$ cat config.mk
export PLATFORM = sky130hd
export DESIGN_NAME = vga_fb_arbiter_flat
export DESIGN_NICKNAME = d
export VERILOG_FILES = /design/src/rtl/vga_fb_arbiter_if.sv /design/src/rtl/vga_fb_arbiter.sv /design/src/flat_wrapper.sv
export SDC_FILE = /design/constraint.sdc
export NUM_CORES = 1
export LEC_CHECK = 0
export ABC_AREA = 1
export CORE_UTILIZATION = 25
export DETAILED_ROUTE_END_ITERATION = 10
export PLACE_DENSITY = 0.67
export SLEW_MARGIN = 0
export SYNTH_ARGS = -nofsm -noshare
export SYNTH_HDL_FRONTEND = slang
export SYNTH_SLANG_ARGS = --single-unit
export TNS_END_PERCENT = 100
$ cat constraint.sdc
create_clock -name clk -period 1.35 [get_ports clk]
set_input_delay 0.3375 -clock clk [delete_from_list [all_inputs] [get_ports clk]]
set_output_delay 0.3375 -clock clk [all_outputs]
set_load 0.01 [all_outputs]
$ cat src/rtl/vga_fb_arbiter_if.sv
// vga_fb_arbiter_if: display read, drawing write and RAM-port signals of the framebuffer arbiter
interface vga_fb_arbiter_if #(
  parameter int AW = 19,
  parameter int DW = 8
);
  logic          rd_req;
  logic [AW-1:0] rd_addr;
  logic          rd_ack;
  logic [DW-1:0] rd_data;
  logic          rd_valid;
  logic          wr_valid;
  logic [AW-1:0] wr_addr;
  logic [DW-1:0] wr_data;
  logic          wr_ready;
  logic          mem_en;
  logic          mem_we;
  logic [AW-1:0] mem_addr;
  logic [DW-1:0] mem_wdata;
  logic [DW-1:0] mem_rdata;
  modport master (
    output rd_req, rd_addr, wr_valid, wr_addr, wr_data, mem_rdata,
    input  rd_ack, rd_data, rd_valid, wr_ready, mem_en, mem_we, mem_addr, mem_wdata
  );
  modport slave (
    input  rd_req, rd_addr, wr_valid, wr_addr, wr_data, mem_rdata,
    output rd_ack, rd_data, rd_valid, wr_ready, mem_en, mem_we, mem_addr, mem_wdata
  );
endinterface

$ cat src/rtl/vga_fb_arbiter.sv
// vga_fb_arbiter: shares one synchronous framebuffer RAM port between display reads and drawing writes
// Defining VGA_FB_ARB_WRCOUNT_EN adds a 16-bit wrapping count of granted writes (wr_count).
module vga_fb_arbiter #(
  parameter int AW           = 19,
  parameter int DW           = 8,
  parameter int STARVE_LIMIT = 7,
  parameter int CW           = 4
) (
  input  logic clk,
  input  logic reset,
  input  logic vblank,
  vga_fb_arbiter_if.slave bus,
  output logic starve_grant
`ifdef VGA_FB_ARB_WRCOUNT_EN
  ,
  output logic [15:0] wr_count
`endif
);
  logic [CW-1:0] wait_cnt;
  logic          starved;
  logic          grant_rd;
  logic          grant_wr;
  logic          en_q;
  logic          we_q;
  logic [AW-1:0] addr_q;
  logic [DW-1:0] wdata_q;
  logic [DW-1:0] rdata_q;
  logic          rd_p1;
  logic          rd_p2;
  logic          valid_q;
  always_comb begin
    starved      = wait_cnt == CW'(STARVE_LIMIT);
    grant_wr     = reset & bus.wr_valid & (~bus.rd_req | vblank | starved);
    grant_rd     = reset & bus.rd_req & ~grant_wr;
    starve_grant = grant_wr & bus.rd_req & ~vblank & starved;
  end
  assign bus.rd_ack    = grant_rd;
  assign bus.wr_ready  = grant_wr;
  assign bus.mem_en    = en_q;
  assign bus.mem_we    = we_q;
  assign bus.mem_addr  = addr_q;
  assign bus.mem_wdata = wdata_q;
  assign bus.rd_data   = rdata_q;
  assign bus.rd_valid  = valid_q;
  // rd_p1 tracks the RAM command cycle, rd_p2 the cycle mem_rdata is valid
  always_ff @(posedge clk or negedge reset)
    if (!reset) begin
      en_q     <= 1'b0;
      we_q     <= 1'b0;
      addr_q   <= '0;
      wdata_q  <= '0;
      rdata_q  <= '0;
      rd_p1    <= 1'b0;
      rd_p2    <= 1'b0;
      valid_q  <= 1'b0;
      wait_cnt <= '0;
    end else begin
      en_q     <= grant_rd | grant_wr;
      we_q     <= grant_wr;
      if (grant_rd | grant_wr) addr_q <= grant_wr ? bus.wr_addr : bus.rd_addr;
      if (grant_wr) wdata_q <= bus.wr_data;
      rd_p1    <= grant_rd;
      rd_p2    <= rd_p1;
      valid_q  <= rd_p2;
      if (rd_p2) rdata_q <= bus.mem_rdata;
      wait_cnt <= grant_wr ? '0 : (bus.wr_valid & ~starved) ? wait_cnt + CW'(1) : wait_cnt;
    end
`ifdef VGA_FB_ARB_WRCOUNT_EN
  always_ff @(posedge clk or negedge reset)
    if (!reset) wr_count <= '0;
    else if (grant_wr) wr_count <= wr_count + 16'd1;
`endif
endmodule

$ cat src/flat_wrapper.sv
// flat-port wrapper written by rule: the top's interface ports become plain ports
module vga_fb_arbiter_flat 
#(
  parameter int AW           = 19,
  parameter int DW           = 8,
  parameter int STARVE_LIMIT = 7,
  parameter int CW           = 4
)
  (clk, reset, vblank, starve_grant, bus_rd_req, bus_rd_addr, bus_wr_valid, bus_wr_addr, bus_wr_data, bus_mem_rdata, bus_rd_ack, bus_rd_data, bus_rd_valid, bus_wr_ready, bus_mem_en, bus_mem_we, bus_mem_addr, bus_mem_wdata);
  vga_fb_arbiter_if #(.AW(AW), .DW(DW)) bus_i ();
  input  logic clk;
  input  logic reset;
  input  logic vblank;
  output logic starve_grant;
  input wire logic [$bits(bus_i.rd_req)-1:0] bus_rd_req;
  input wire logic [$bits(bus_i.rd_addr)-1:0] bus_rd_addr;
  input wire logic [$bits(bus_i.wr_valid)-1:0] bus_wr_valid;
  input wire logic [$bits(bus_i.wr_addr)-1:0] bus_wr_addr;
  input wire logic [$bits(bus_i.wr_data)-1:0] bus_wr_data;
  input wire logic [$bits(bus_i.mem_rdata)-1:0] bus_mem_rdata;
  output wire logic [$bits(bus_i.rd_ack)-1:0] bus_rd_ack;
  output wire logic [$bits(bus_i.rd_data)-1:0] bus_rd_data;
  output wire logic [$bits(bus_i.rd_valid)-1:0] bus_rd_valid;
  output wire logic [$bits(bus_i.wr_ready)-1:0] bus_wr_ready;
  output wire logic [$bits(bus_i.mem_en)-1:0] bus_mem_en;
  output wire logic [$bits(bus_i.mem_we)-1:0] bus_mem_we;
  output wire logic [$bits(bus_i.mem_addr)-1:0] bus_mem_addr;
  output wire logic [$bits(bus_i.mem_wdata)-1:0] bus_mem_wdata;
  assign bus_i.rd_req = bus_rd_req;
  assign bus_i.rd_addr = bus_rd_addr;
  assign bus_i.wr_valid = bus_wr_valid;
  assign bus_i.wr_addr = bus_wr_addr;
  assign bus_i.wr_data = bus_wr_data;
  assign bus_i.mem_rdata = bus_mem_rdata;
  assign bus_rd_ack = bus_i.rd_ack;
  assign bus_rd_data = bus_i.rd_data;
  assign bus_rd_valid = bus_i.rd_valid;
  assign bus_wr_ready = bus_i.wr_ready;
  assign bus_mem_en = bus_i.mem_en;
  assign bus_mem_we = bus_i.mem_we;
  assign bus_mem_addr = bus_i.mem_addr;
  assign bus_mem_wdata = bus_i.mem_wdata;
  vga_fb_arbiter #(.AW(AW), .DW(DW), .STARVE_LIMIT(STARVE_LIMIT), .CW(CW)) u_core (.clk(clk), .reset(reset), .vblank(vblank), .bus(bus_i), .starve_grant(starve_grant));
endmodule
==> summary.txt, run 1 <==
status -> finished with violations
violated checks -> negative hold slack, negative setup slack
total CTS buffers -> 5
final slew viol count -> 0
most frequent cells after synthesis -> nand2_1, dfrtp_1, inv_1
sequential cell area -> 1100 um^2
Hold Slack -> -0.0191 ns
Synth area leader -> dfrtp_1
post-layout power -> 3.85 mW
top-area cell type share of the netlist area -> 53.4%
met3 usage -> 2.87%
largest net degree at the start of global routing -> 40
Final Cell Area -> 3710 um^2
met1 global-route usage -> 17.1%
main flop type after synthesis -> dfrtp_1
CP Max Fanout -> 3
most common cell in the netlist -> nand2_1
Avg Vias per Cell -> 4.20
All-Layer GR Usage -> 14.1%
final hold vios -> 2
fill count -> 759
antenna violations before repair -> 0
DIE AREA -> 8610 um^2
final critical-path share of the clock period -> 129%
Synth Area per Inst -> 8.08 um^2
Cell Area, Synth -> 2060 um^2
Tmin final -> 1.75 ns
post-synthesis sequential area ratio -> 53.4%
Leakage -> 1.92 nW
share of layout cells above drive strength 1 -> 20.4%
Final GP Congestion -> 0.751
final number of setup-violating endpoints -> 35
remaining routing DRC violations -> 0
via count -> 2055
die width -> 92.8 um
GR Util met2 -> 24.9%
Critical Path AT -> 1.41 ns
total gr overflow -> 0
Post-Route WL -> 6.30 mm
first-pass GRT wire length -> 9.45 mm
Detailed Route Iter0 Violations -> 104
Max Clk Rate -> 572 MHz
final worst setup slack -> -0.397 ns
top post-synthesis cells by area -> dfrtp_1, nand2_1, inv_1
ANT cells -> 0
P&R area growth vs syn -> 80.0%
unrepaired setup endpoints after global routing -> true
Placement Rows -> 32
Max transition margin -> 71.9%
Worst Skew -> 0.00439 ns
Post-synth EDFFs -> 0
core area -> 7850 um^2
Worst setup SP type -> register
Post-Syn Nets -> 315
vias in the first global route -> 1999
Peak VDD IR -> 0.429 mV
clock root cell -> clkbuf_8
CTS tree -> done
initial core utilization -> 26.3%
CTS sink count -> 44
power density cells -> 1040 nW/um^2
GR peak layer -> met2
library cells used by synthesis -> 19
HPWL Detailed -> 3.91 mm
multi-input logic area -> 823 um^2
Placed Area -> 3260 um^2
Final ANT Viol Nets -> 0
Slew @ Worst Pin -> 0.421 ns
clk buf depth -> 2
H-tree depth -> 2
io pins -> 100
Async SR Flop Fraction -> 100%
DRT Pass-1 Iters -> 4
Worst Setup Path Type -> reg -> out
nets@finish -> 446
Synth Register Bits -> 44
cells after synthesis -> 255
clk slew on worst S/H paths -> 0.09 ns
crit path capture type -> output port
Clk Latency, worst-skew pair -> 0.29 ns
maxcap violations -> 0
drt wl/cell -> 12.9 um
required time of the critical path -> 1.01 ns
Hold Crit Class -> in -> async
die height -> 92.8 um
Port Buf Inserts -> 99
yosys warns -> 0
[state kept, by name, indices dropped and copies added (netlist names)]
signal and count:
u_core.bus.mem_addr 19, u_core.bus.mem_wdata 8, u_core.bus.rd_data 8, u_core.wait_cnt 4, u_core.bus.mem_en 1, u_core.bus.mem_we 1, u_core.bus.rd_valid 1, u_core.rd_p1 1
u_core.rd_p2 1
[cell usage in the layout, fill, tap and decap left out]
cell type | Yosys | routed
nor2_1 | 2 | 1
buf_16 | 0 | 2
nand2_1 | 92 | 84
buf_6 | 1 | 5
o21ai_2 | 0 | 3
nand3_4 | 0 | 1
nand2_2 | 1 | 8
clkinv_2 | 0 | 1
inv_2 | 0 | 1
o21ai_1 | 0 | 18
dlygate4sd2_1 | 0 | 31
dfrtp_1 | 44 | 44
nor2_4 | 0 | 2
nand2_4 | 0 | 1
nand4_1 | 1 | 1
buf_8 | 0 | 1
a21oi_2 | 1 | 1
mux2_2 | 8 | 8
bufinv_16 | 0 | 1
clkbuf_8 | 0 | 5
buf_2 | 7 | 1
buf_12 | 0 | 2
clkbuf_16 | 0 | 4
nand3_1 | 25 | 23
ha_4 | 0 | 1
buf_4 | 1 | 27
nor3_4 | 0 | 1
a21oi_1 | 1 | 1
clkdlybuf4s50_1 | 0 | 56
clkinvlp_4 | 0 | 1
clkdlybuf4s15_1 | 0 | 7
nand3_2 | 1 | 2
inv_1 | 42 | 41
dlymetal6s2s_1 | 0 | 1
[area by class of cell]
| cell class | count | share of cell area, % |
|---|---|---|
| clock buffer | 5 | 1.85 |
| clock inverter | 3 | 1.15 |
| inverter | 42 | 4.25 |
| multi-input combinational | 156 | 22.2 |
| sequential | 44 | 29.7 |
| tap | 102 | 3.44 |
| timing repair buffer | 137 | 37.4 |
[repair_timing]
action | CTS | global route
pin swaps | 3 | 8
gates cloned | 2 | 5
endpoints found under the setup margin | 73 | 45
buffers inserted | 4 | 11
hold endpoints to repair | 2 | 2
resized for setup | 62 | 52
[critical path: stages (launching register included)]
cell and delay [ns]:
dfrtp_1 0.41, ha_4 0.17, nand3_4 0.07, a21oi_2 0.16, buf_4 0.14, nor2_4 0.04
buf_6 0.12
[per-stage QoR]
| stage | instances | setup slack (ns) | util, % | setup TNS, ns | hold slack (ns) |
|---|---|---|---|---|---|
| final | 489 | -0.397 | 47.3 | -5.19 | -0.0191 |
| after global routing | 489 | -0.464 | 47.3 | -7.74 | -0.00522 |
| after detailed placement | 461 | -0.833 | 41.6 | -21.78 | 0.287 |
| after global placement | 461 | -0.816 | 41.6 | -20.44 | 0.291 |
| after CTS | 475 | -0.416 | 43.9 | -5.15 | -0.0380 |
| after floorplan | 255 | -0.124 | - | -0.306 | 0.0419 |
[routing by layer]
metal	wire length (um)	share of wire, %
met1	2830	45
met2	3050	48
met3	351	5.6
met4	61	0.97
met5	0	0
[logic make-up after synthesis]
kind of cell    after synthesis  share of synthesized area, %
mux                           8                          4.37
simple gates                124                          24.8
fa+ha+maj                     1                         0.607
compound gates               23                          5.77
buf+inv                      55                          11.0
flops                        44                          53.4
[path summary, 6_finish.rpt]
path | start | end | slack, ns | depth (start not counted)
max in group asynchronous | reset | u_core.bus.mem_wdata[7] | 0.97 | 2
min reg2reg | u_core.rd_p1 | u_core.rd_p2 | 0.36 | 0
min in group clk | u_core.rd_p1 | u_core.rd_p2 | 0.36 | 0
min | reset | u_core.bus.mem_addr[17] | -0.02 | 2
max reg2reg | u_core.wait_cnt[1] | u_core.bus.mem_addr[8] | -0.19 | 10
max | u_core.wait_cnt[1] | bus_rd_ack | -0.40 | 6
[where the power goes]
part           total [mW]  switching, mW  internal, mW
clock network        1.01          0.461         0.548
registers            1.64          0.123          1.52
logic                1.20          0.515         0.684
Note: power is estimated with default switching activity, not from simulation.
==> run 2: changes to the inputs <==
Settings changed: CTS_BUF_LIST from default to sky130_fd_sc_hd__clkbuf_16.
==> run 2 against run 1 <==
The run ends with negative setup slack left. Sequential power is essentially flat. Via count up 1.5%. Die area did not move. Hold slack better by 0.030 ns. Final cell count is 0.41% lower. First-iteration DRC count fell by 53%. Register-to-register slack got worse by 0.02 ns. Combinational power up 6%.
==> summary.txt, run 2 (same netlist as run 1, synthesis figures left out) <==
fill count -> 759 (unchanged)
CTS tree -> done
violated checks -> negative setup slack
power share of the clock group -> 31.7% (+5.5 points)
Hold Crit Class -> in -> async
power density cells -> 1090 nW/um^2 (+4.9%)
sw frac -> 27.9% (-0.66 points)
Final Cell Area -> 3960 um^2 (+6.7%)
GR Util met2 -> 28.7% (+3.8 points)
final critical-path share of the clock period -> 130% (+0.27 points)
Avg Vias per Cell -> 4.28 (+1.9%)
Placed Instances -> 461 (unchanged)
met3 usage -> 3.04% (+0.16 points)
unrepaired setup endpoints after global routing -> true
Leakage -> 2.01 nW (+4.6%)
final slew viol count -> 0 (unchanged)
total gr overflow -> 0 (unchanged)
max reg flops -> 19 (unchanged)
Final GP Congestion -> 0.751 (unchanged)
Slew @ Worst Pin -> 0.650 ns (+0.229 ns)
commonest non-fill, non-tap cell in the layout -> nand2_1
largest net degree at the start of global routing -> 40 (unchanged)
P&R area growth vs syn -> 92.2%
Detailed Route Iter0 Violations -> 49 (-53%)
io pins -> 100 (unchanged)
Peak VDD IR -> 0.629 mV (+47%)
Final ANT Viol Nets -> 0 (unchanged)
nets@finish -> 444 (-0.45%)
total CTS buffers -> 5 (unchanged)
HPWL Detailed -> 3.91 mm (unchanged)
Worst Setup Path Type -> reg -> out
slowest CP cell -> dfrtp_1
Port Buf Inserts -> 99 (unchanged)
GR peak layer -> met2
final number of setup-violating endpoints -> 35 (unchanged)
Setup TNS -> -4.88 ns (+0.314 ns)
initial core utilization -> 26.3% (unchanged)
logic gate share of total power -> 29.5% (-1.7 points)
family with the most delay on the worst path -> flip-flops
WP buf/inv -> 2 (unchanged)
final worst setup slack -> -0.401 ns (-0.00368 ns)
DRT Pass-1 Iters -> 4 (unchanged)
Placement Rows -> 32 (unchanged)
clk buf depth -> 2 (unchanged)
ANT cells -> 0 (unchanged)
Layout Cells excl Fill -> 487 (-0.41%)
pre-CTS worst setup slack -> -0.833 ns (unchanged)
CP max stage delay -> 0.41 ns (about the same)
Post-Route WL -> 6.42 mm (+1.9%)
Cell Int Power -> 3.11 mW (+13%)
Clk Latency, worst-skew pair -> 0.28 ns (about the same)
clock root cell -> clkbuf_16
sequential power share -> 38.8% (-3.8 points)
first-pass GRT wire length -> 10.7 mm (+13%)
commonest non-fill, non-tap cells in the layout -> nand2_1, clkdlybuf4s50_1, dfrtp_1
clk slew on worst S/H paths -> 0.06 ns (-0.03 ns)
Worst setup SP type -> register
CP Max Fanout -> 3 (unchanged)
maxcap violations -> 0 (unchanged)
Max transition margin -> 56.7% (-15 points)
crit path capture type -> output port
CTS sink count -> 44 (unchanged)
sw power -> 1.20 mW (+9.4%)
Hold Slack -> 0.0107 ns (+0.0298 ns)
DIE AREA -> 8610 um^2 (unchanged)
Tmin final -> 1.75 ns (+0.00368 ns)
die height -> 92.8 um (unchanged)
antenna violations before repair -> 0 (unchanged)
Worst Skew -> 0.00556 ns (+0.00117 ns)
remaining routing DRC violations -> 0 (unchanged)
core area -> 7850 um^2 (unchanged)
final hold vios -> 0 (-2)
die width -> 92.8 um (unchanged)
Max Clk Rate -> 571 MHz (-0.21%)
required time of the critical path -> 1.01 ns (about the same)
worst-path cell chain -> ha_4 > nand3_4 > a21oi_2 > buf_4 > nor2_4 > buf_6
All-Layer GR Usage -> 16.1% (+2.0 points)
Placed Area -> 3260 um^2 (unchanged)
share of layout cells above drive strength 1 -> 30.9% (+10 points)
Critical Path AT -> 1.41 ns (about the same)
via count -> 2085 (+1.5%)
status -> finished with violations
met1 global-route usage -> 19.2% (+2.1 points)
drt wl/cell -> 13.2 um (+2.3%)
vias in the first global route -> 2219 (+11%)
H-tree depth -> 2 (unchanged)
[run 2: changes by cell type in the layout (fill, tap and decap cells not counted), moves of 2 or more]
cell and delta:
nand3_2 +14, dlygate4sd2_1 +4, clkbuf_8 -5, buf_16 +3, o21ai_1 -17, o21ai_2 +17, nand3_1 -15, nand2_1 -10
nand2_2 +2, buf_4 -3, nand2_4 +8, clkdlybuf4s15_1 -3
[run 2: layer usage]
| layer | wire, um | vias up | part of all wire [%] |
|---|---|---|---|
| li1 | - | 1044 | - |
| met1 | 2690 | 951 | 42 |
| met2 | 3190 | 81 | 50 |
| met3 | 411 | 9 | 6.4 |
| met4 | 124 | 0 | 1.9 |
| met5 | 0 | - | 0 |
[run 2: what timing repair did]
| action | 4_1_cts | 5_1_grt |
|---|---|---|
| resized for setup | 132 | 37 |
| hold endpoints to repair | 2 | 0 |
| setup buffers | 10 | 6 |
| gates cloned | 7 | 0 |
| setup endpoints to repair | 73 | 35 |
| pin swaps | 35 | 25 |
[run 2: path summary, 6_finish.rpt]
| path | slack (ns) | cells after the start | from | end |
|---|---|---|---|---|
| setup / recovery | -0.40 | 6 | u_core.wait_cnt[1] | bus_rd_ack |
| hold reg to reg | 0.35 | 0 | u_core.rd_p1 | u_core.rd_p2 |
| min in group clk | 0.35 | 0 | u_core.rd_p1 | u_core.rd_p2 |
| setup reg to reg | -0.21 | 10 | u_core.wait_cnt[1] | u_core.wait_cnt[0] |
| max in group asynchronous | 0.94 | 2 | reset | u_core.bus.mem_wdata[5] |
| hold / removal | 0.01 | 2 | reset | u_core.bus.mem_addr[17] |
[run 2: power by group through the flow]
stage / clock network (mW) / logic [mW] / registers (mW)
global placement: 0 / 1.08 / 1.65
CTS: 1.40 / 1.21 / 1.65
floorplan: 0 / 0.325 / 1.74
detailed placement: 0 / 1.11 / 1.66
finish: 1.37 / 1.27 / 1.67
global route: 1.46 / 1.38 / 1.70
[run 2: final cells by class]
class | instances | area [um^2] | area share [%]
inverter | 42 | 158 | 3.98
clock inverter | 3 | 42.5 | 1.07
tap | 102 | 128 | 3.22
clock buffer | 5 | 125 | 3.16
timing repair buffer | 135 | 1380 | 34.8
sequential | 44 | 1100 | 27.8
multi-input combinational | 156 | 1030 | 26.0
[run 2: worst reg2reg max path: cells and delay by family (launching register included)]
kind,cells,cell delay (ns)
AND/OR/NAND/NOR,4,0.28
flip-flops,1,0.41
AO/OA/AOI/OAI,1,0.05
adder cells (fa/ha/maj),1,0.18
buffers and inverters,4,0.53
[run 2: through the flow]
stage	power, mW	utilization [%]
floorplan	2.06	-
global placement	2.73	41.6
detailed placement	2.77	41.6
CTS	4.26	49.5
global route	4.55	50.5
finish	4.31	50.5
